<file path="config.mk">
export PLATFORM = sky130hd
export DESIGN_NAME = reg_xfer_seq
export DESIGN_NICKNAME = d
export VERILOG_FILES = /design/src/rtl/cpu_pkg.sv /design/src/rtl/reg_xfer_seq.sv
export SDC_FILE = /design/constraint.sdc
export NUM_CORES = 1
export LEC_CHECK = 0
export BUFFER_PORTS_ARGS = -buffer_cell sky130_fd_sc_hd__buf_4
export CORE_UTILIZATION = 30
export DETAILED_ROUTE_END_ITERATION = 10
export PLACE_DENSITY_LB_ADDON = 0.1
export SLEW_MARGIN = 20
export SYNTH_ARGS = -nofsm -noshare
export SYNTH_HDL_FRONTEND = slang
export SYNTH_SLANG_ARGS = --single-unit
export TNS_END_PERCENT = 50
</file>
<file path="constraint.sdc">
create_clock -name clk -period 3.9 [get_ports clk]
set_input_delay 0.195 -clock clk [delete_from_list [all_inputs] [get_ports clk]]
set_output_delay 0.195 -clock clk [all_outputs]
set_load 0.02 [all_outputs]
</file>
<file path="src/rtl/cpu_pkg.sv">
// Shared CPU definitions: register select codes, register-transfer op codes,
// sequencer state encoding and select-code helpers.
package cpu_pkg;

  localparam logic [7:0] AL = 8'h01;
  localparam logic [7:0] BL = 8'h02;
  localparam logic [7:0] CL = 8'h04;
  localparam logic [7:0] DL = 8'h08;

  typedef enum logic [1:0] {
    OP_MOV  = 2'b00,
    OP_LDI  = 2'b01,
    OP_XCHG = 2'b10,
    OP_CLR  = 2'b11
  } op_e;

  typedef enum logic [2:0] {
    ST_IDLE,
    ST_RD_A,
    ST_CAP_A,
    ST_RD_B,
    ST_CAP_B,
    ST_WR_1,
    ST_WR_2,
    ST_DONE
  } state_e;

  function automatic logic is_valid_sel(input logic [7:0] sel);
    return (sel == AL) || (sel == BL) || (sel == CL) || (sel == DL);
  endfunction

  // Only MOV and XCHG read a source register; LDI/CLR ignore cmd_src.
  function automatic logic uses_src(input op_e op);
    return (op == OP_MOV) || (op == OP_XCHG);
  endfunction

endpackage

</file>
<file path="src/rtl/reg_xfer_seq.sv">
// Register-transfer sequencer: runs MOV/LDI/XCHG/CLR as multi-cycle read and
// write sequences on the register file port, one command at a time.
module reg_xfer_seq
  import cpu_pkg::*;
#(
  parameter int DATA_W = 8
) (
  input  logic              clk,
  input  logic              reset,
  input  logic              cmd_valid,
  output logic              cmd_ready,
  input  logic [1:0]        cmd_op,
  input  logic [7:0]        cmd_dst,
  input  logic [7:0]        cmd_src,
  input  logic [DATA_W-1:0] cmd_imm,
  output logic              reg_r,
  output logic [7:0]        reg_r_select,
  input  logic [DATA_W-1:0] reg_r_line,
  output logic              reg_w,
  output logic [7:0]        reg_w_select,
  output logic [DATA_W-1:0] reg_w_line,
  output logic              done,
  output logic              err
);

  state_e            state, state_nxt;
  op_e               op_q;
  logic [7:0]        dst_q, src_q;
  logic [DATA_W-1:0] imm_q;
  logic [DATA_W-1:0] tmp_a, tmp_b;
  logic              err_q;

  op_e  cmd_op_e;
  logic cmd_ok;
  logic accept;

  assign cmd_op_e  = op_e'(cmd_op);
  assign cmd_ready = (state == ST_IDLE) && !reset;
  assign accept    = cmd_valid && cmd_ready;
  assign cmd_ok    = is_valid_sel(cmd_dst) &&
                     (!uses_src(cmd_op_e) || is_valid_sel(cmd_src));

  // NOTE: sequential state is written with non-blocking assignments only, so
  // every flop samples pre-edge values regardless of process ordering.
  always_ff @(posedge clk or posedge reset) begin
    if (reset) state <= ST_IDLE;
    else       state <= state_nxt;
  end

  always_comb begin
    state_nxt = state;
    case (state)
      ST_IDLE: begin
        if (accept) begin
          if (!cmd_ok)             state_nxt = ST_DONE;
          else if (uses_src(cmd_op_e)) state_nxt = ST_RD_A;
          else                     state_nxt = ST_WR_1;
        end
      end
      ST_RD_A:  state_nxt = ST_CAP_A;
      ST_CAP_A: state_nxt = (op_q == OP_XCHG) ? ST_RD_B : ST_WR_1;
      ST_RD_B:  state_nxt = ST_CAP_B;
      ST_CAP_B: state_nxt = ST_WR_1;
      ST_WR_1:  state_nxt = (op_q == OP_XCHG) ? ST_WR_2 : ST_DONE;
      ST_WR_2:  state_nxt = ST_DONE;
      ST_DONE:  state_nxt = ST_IDLE;
      default:  state_nxt = ST_IDLE;
    endcase
  end

  // Command registers: the requester may change cmd_* freely after accept.
  always_ff @(posedge clk or posedge reset) begin
    if (reset) begin
      op_q  <= OP_MOV;
      dst_q <= '0;
      src_q <= '0;
      imm_q <= '0;
      err_q <= 1'b0;
    end else if (accept) begin
      op_q  <= cmd_op_e;
      dst_q <= cmd_dst;
      src_q <= cmd_src;
      imm_q <= cmd_imm;
      err_q <= !cmd_ok;
    end
  end

  // Capture at the end of CAP_x so both combinational and registered
  // reg_file read paths have settled by then.
  always_ff @(posedge clk or posedge reset) begin
    if (reset) begin
      tmp_a <= '0;
      tmp_b <= '0;
    end else begin
      if (state == ST_CAP_A) tmp_a <= reg_r_line;
      if (state == ST_CAP_B) tmp_b <= reg_r_line;
    end
  end

  // NOTE: every output gets a default before the case, so no path through
  // this block leaves a variable unassigned and no latch is inferred.
  always_comb begin
    reg_r        = 1'b0;
    reg_r_select = '0;
    reg_w        = 1'b0;
    reg_w_select = '0;
    reg_w_line   = '0;
    done         = 1'b0;
    err          = 1'b0;
    case (state)
      ST_RD_A, ST_CAP_A: begin
        reg_r        = 1'b1;
        reg_r_select = src_q;
      end
      ST_RD_B, ST_CAP_B: begin
        reg_r        = 1'b1;
        reg_r_select = dst_q;
      end
      ST_WR_1: begin
        reg_w        = 1'b1;
        reg_w_select = dst_q;
        case (op_q)
          OP_MOV, OP_XCHG: reg_w_line = tmp_a;
          OP_LDI:          reg_w_line = imm_q;
          default:         reg_w_line = '0;
        endcase
      end
      ST_WR_2: begin
        reg_w        = 1'b1;
        reg_w_select = src_q;
        reg_w_line   = tmp_b;
      end
      ST_DONE: begin
        done = 1'b1;
        err  = err_q;
      end
      default: ;
    endcase
  end

endmodule
</file>
==> flow_summary.html <==
<table>
<tr><th>Metric</th><th>Value</th></tr>
<tr><th colspan="2">Logic synthesis</th></tr>
<tr><td>Post-Syn Instances</td><td>approximately 240</td></tr>
<tr><td>Post-synth top area cell</td><td>sky130_fd_sc_hd__dfrtp_1</td></tr>
<tr><td>Leading cell type by number of instances after synthesis</td><td>sky130_fd_sc_hd__dfrtp_1</td></tr>
<tr><td>Largest cells by area after synthesis</td><td>sky130_fd_sc_hd__dfrtp_1, sky130_fd_sc_hd__mux2_2, sky130_fd_sc_hd__nor2b_1, sky130_fd_sc_hd__a22oi_1, sky130_fd_sc_hd__a21oi_1</td></tr>
<tr><td>Nets in the synthesized netlist</td><td>about 270</td></tr>
<tr><td>Register area share after synthesis</td><td>0.452</td></tr>
<tr><td>Average size of a mapped cell</td><td>around 11 µm²</td></tr>
<tr><td>Number of warning messages in the yosys log</td><td>0</td></tr>
<tr><td>Synthesized area</td><td>2550 µm²</td></tr>
<tr><td>Number of register bits inferred by synthesis</td><td>46</td></tr>
<tr><td>Netlist cell types</td><td>33</td></tr>
<tr><td>EDFF count, synth</td><td>0</td></tr>
<tr><td>Share of the synthesized area in the top cell type</td><td>0.452</td></tr>
<tr><td>Most common flop cell mapped by yosys</td><td>sky130_fd_sc_hd__dfrtp_1</td></tr>
<tr><td>Top cells by instance count after synthesis</td><td>sky130_fd_sc_hd__dfrtp_1, sky130_fd_sc_hd__mux2_2, sky130_fd_sc_hd__a21oi_1, sky130_fd_sc_hd__nor2b_1, sky130_fd_sc_hd__a22oi_1</td></tr>
<tr><td>Fraction of registers with async set or reset after synthesis</td><td>1.00</td></tr>
<tr><th colspan="2">STA</th></tr>
<tr><td>Final total negative setup slack</td><td>0 ps</td></tr>
<tr><td>Fin crit share</td><td>0.689</td></tr>
<tr><td>Tightest hold margin</td><td>50.5 ps</td></tr>
<tr><td>Final max-slew violation count</td><td>0</td></tr>
<tr><td>Slew at the pin with the worst max-slew slack</td><td>around 830 ps</td></tr>
<tr><td>Worst slew margin relative to its limit</td><td>0.448</td></tr>
<tr><td>Final number of hold-violating endpoints</td><td>0</td></tr>
<tr><td>Layout Skew</td><td>~3.7 ps</td></tr>
<tr><td>Setup violators final</td><td>0</td></tr>
<tr><td>Setup repair after global routing missed its margin</td><td>no</td></tr>
<tr><td>Worst Setup Slack, final</td><td>1210 ps</td></tr>
<tr><td>Tmin final</td><td>between 2000 and 3000 ps</td></tr>
<tr><td>Fmax</td><td>372 MHz</td></tr>
<tr><th colspan="2">Global route</th></tr>
<tr><td>Overall routing resource usage</td><td>0.149</td></tr>
<tr><td>Wire length of the first global-routing pass</td><td>10000 µm</td></tr>
<tr><td>Antenna violations before repair</td><td>0</td></tr>
<tr><td>GRT Residual Overflow</td><td>0</td></tr>
<tr><td>Maximum number of pins on one net before global-route repair</td><td>47</td></tr>
<tr><td>Number of global-route vias before repair</td><td>about 1900</td></tr>
<tr><th colspan="2">Drt</th></tr>
<tr><td>Iter 0 DRT Violations</td><td>just over 60</td></tr>
<tr><td>Top layer reached by signal wires</td><td>met4</td></tr>
<tr><td>Detailed-route vias per instance</td><td>between 4 and 5</td></tr>
<tr><td>Wire length on met3</td><td>approximately 260 µm</td></tr>
<tr><td>Mean routed wirelength per cell</td><td>around 16 µm</td></tr>
<tr><td>Post-DRT Antenna Nets</td><td>0</td></tr>
<tr><td>Detailed-routing wirelength on met1</td><td>~3000 µm</td></tr>
<tr><td>Residual DRC</td><td>0</td></tr>
<tr><td>First-pass DRT Iterations</td><td>4</td></tr>
<tr><td>Total number of vias</td><td>just under 2000</td></tr>
<tr><td>Total detailed-routing wirelength</td><td>approximately 6300 µm</td></tr>
<tr><td>Met2 routed WL</td><td>2950 µm</td></tr>
<tr><th colspan="2">Layout</th></tr>
<tr><td>Nets</td><td>328</td></tr>
<tr><td>Antenna cells</td><td>0</td></tr>
<tr><td>Register area</td><td>around 1200 µm²</td></tr>
<tr><td>Fraction of final layout cells with drive strength greater than 1</td><td>0.421</td></tr>
<tr><td>Finished Cell Area</td><td>between 3000 and 4000 µm²</td></tr>
<tr><td>Area delta synth-&gt;final</td><td>25.0%</td></tr>
<tr><td>Combined area of the multi-input logic cells</td><td>~1300 µm²</td></tr>
<tr><td>Fill count</td><td>between 800 and 900</td></tr>
<tr><th colspan="2">Clock tree</th></tr>
<tr><td>Number of hold-repair buffers added at the cts stage</td><td>0</td></tr>
<tr><td>Resized cells post-CTS</td><td>0</td></tr>
<tr><td>Root Driver</td><td>sky130_fd_sc_hd__clkbuf_8</td></tr>
<tr><td>H-Tree Depth</td><td>2</td></tr>
<tr><td>Post-CTS Setup Repair Bufs</td><td>0</td></tr>
<tr><td>Clock-pin slew of the registers on the worst-case setup and hold paths</td><td>about 90 ps</td></tr>
<tr><td>CTS tree</td><td>done</td></tr>
<tr><td>Number of buffers inserted during clock tree synthesis</td><td>5</td></tr>
<tr><td>CTS sink cnt</td><td>46</td></tr>
<tr><td>Maximum buffer depth of the clock tree</td><td>2</td></tr>
<tr><td>Clk_lat worst skew</td><td>300 ps</td></tr>
<tr><th colspan="2">Min path</th></tr>
<tr><td>HP Class</td><td>in -&gt; async</td></tr>
<tr><th colspan="2">Placement</th></tr>
<tr><td>Half-perimeter wire length after detailed placement</td><td>~4400 µm</td></tr>
<tr><td>DP Worst Slack</td><td>1460 ps</td></tr>
<tr><td>Final RePlAce weighted congestion</td><td>0.718</td></tr>
<tr><td>Placed cell area</td><td>about 3000 µm²</td></tr>
<tr><td>Count of buffers inserted at the top-level ports</td><td>65</td></tr>
<tr><th colspan="2">Setup path</th></tr>
<tr><td>Slowest-stage cell, CP</td><td>sky130_fd_sc_hd__nor2b_1</td></tr>
<tr><td>Worst setup EP type</td><td>primary output</td></tr>
<tr><td>Worst-path fanout max</td><td>15</td></tr>
<tr><td>CP Class</td><td>reg -&gt; out</td></tr>
<tr><td>CP Buf/Inv Count</td><td>2</td></tr>
<tr><td>Largest stage delay on the critical path</td><td>between 700 and 800 ps</td></tr>
<tr><td>Worst path required time</td><td>between 3000 and 4000 ps</td></tr>
<tr><td>Largest delay contributor family on the critical path</td><td>simple AND/OR/NAND/NOR gates</td></tr>
<tr><td>Data arrival time of the critical path</td><td>about 2500 ps</td></tr>
<tr><td>Cell-by-cell trace of the critical path</td><td>nor2b_1 -&gt; buf_4 -&gt; a22oi_1 -&gt; o21ai_0 -&gt; buf_4</td></tr>
<tr><td>Cell repeated most along the worst path</td><td>sky130_fd_sc_hd__buf_4</td></tr>
<tr><td>Startpoint type of the worst setup path</td><td>register</td></tr>
<tr><th colspan="2">Power</th></tr>
<tr><td>Gate power share</td><td>0.497</td></tr>
<tr><td>Net Sw Power</td><td>1.07 mW</td></tr>
<tr><td>Clock group share of total power</td><td>0.133</td></tr>
<tr><td>Leakage power</td><td>about 1.4 nW</td></tr>
<tr><td>Worst vdd rail ir drop</td><td>roughly 0.21 mV</td></tr>
<tr><td>Sw Share</td><td>0.406</td></tr>
<tr><td>Power density relative to cell area</td><td>roughly 830 nW/µm²</td></tr>
<tr><td>Register share of total power</td><td>0.370</td></tr>
<tr><td>Internal Power</td><td>1.57 mW</td></tr>
<tr><th colspan="2">Floorplan</th></tr>
<tr><td>Floorplan Core Area</td><td>around 8000 µm²</td></tr>
<tr><td>Std-Cell Rows</td><td>33</td></tr>
<tr><td>I/O pin count</td><td>66</td></tr>
<tr><td>Horizontal die dimension</td><td>around 94 µm</td></tr>
<tr><td>DIE AREA</td><td>8860 µm²</td></tr>
<tr><td>Die height</td><td>between 90 and 100 µm</td></tr>
<tr><td>Effective utilization at floorplan</td><td>0.310</td></tr>
<tr><th colspan="2">Job</th></tr>
<tr><td>Total of max-cap violations</td><td>0</td></tr>
<tr><th colspan="2">Run status</th></tr>
<tr><td>Result of the run</td><td>complete, no violations</td></tr>
</table>
-- path summary, 6_finish.rpt --
path,start,to,slack (ps),depth (start not counted)
max,state[1],reg_r_select[6],1210,5
min reg2reg,err_q,err_q,480,2
min in group clk,cmd_imm[5],imm_q[5],120,2
max in group asynchronous,reset,state[2],3310,2
min,reset,tmp_b[7],50,2
max reg2reg,state[2],op_q[0],1800,3
-- flip-flops by register name, indices dropped and copies added (netlist names) --
name,count
tmp_a,8
op_q,2
err_q,1
dst_q,8
src_q,8
imm_q,8
state,3
tmp_b,8
-- cell usage in the layout (no fill, tap or decap), types with 5 or more instances in the layout --
master and count:
sky130_fd_sc_hd__a21oi_1 20, sky130_fd_sc_hd__a22oi_1 15, sky130_fd_sc_hd__buf_4 66, sky130_fd_sc_hd__clkbuf_8 5
sky130_fd_sc_hd__dfrtp_1 45, sky130_fd_sc_hd__mux2_2 43, sky130_fd_sc_hd__nand2_1 14, sky130_fd_sc_hd__nand2b_1 11
sky130_fd_sc_hd__nand3b_1 8, sky130_fd_sc_hd__nor2b_1 19, sky130_fd_sc_hd__o21ai_0 11
-- through the flow --
| step | util | cells | power [mW] |
|---|---|---|---|
| 2_1_floorplan | - | 235 | 1.87 |
| 3_3_place_gp | 0.374 | 389 | 2.30 |
| 3_5_place_dp | 0.374 | 389 | 2.32 |
| 4_1_cts | 0.387 | 397 | 2.68 |
| 5_1_grt | 0.387 | 397 | 2.85 |
| 6_report | 0.387 | 397 | 2.64 |
-- per-layer routing --
metal | track usage | up-vias
li1 | - | 952
met1 | 0.205 | 942
met2 | 0.238 | 48
met3 | 0.0299 | 4
met4 | 0.0385 | 0
met5 | 0 | -
-- cell families after synthesis --
kind of cell / synth area share
compound gates: 0.128
buf+inv: 0.0432
xor+xnor: 0.0103
flops: 0.452
simple gates: 0.171
mux: 0.196
-- power by group through the flow --
stage               combinational, mW  sequential, mW  clock [mW]
floorplan                        1.02           0.845           0
global placement                 1.32           0.980           0
detailed placement               1.33           0.991           0
CTS                              1.33           0.979       0.364
global route                     1.44            1.02       0.382
finish                           1.31           0.978       0.352
-- final cells by class --
cell class | count | area share
Clock buffer | 5 | 0.0216
Clock inverter | 3 | 0.0126
Inverter | 2 | 0.00275
Multi-Input combinational cell | 170 | 0.404
Sequential cell | 46 | 0.362
Tap cell | 105 | 0.0413
Timing Repair Buffer | 66 | 0.156
Note: power is estimated with default switching activity, not from simulation.
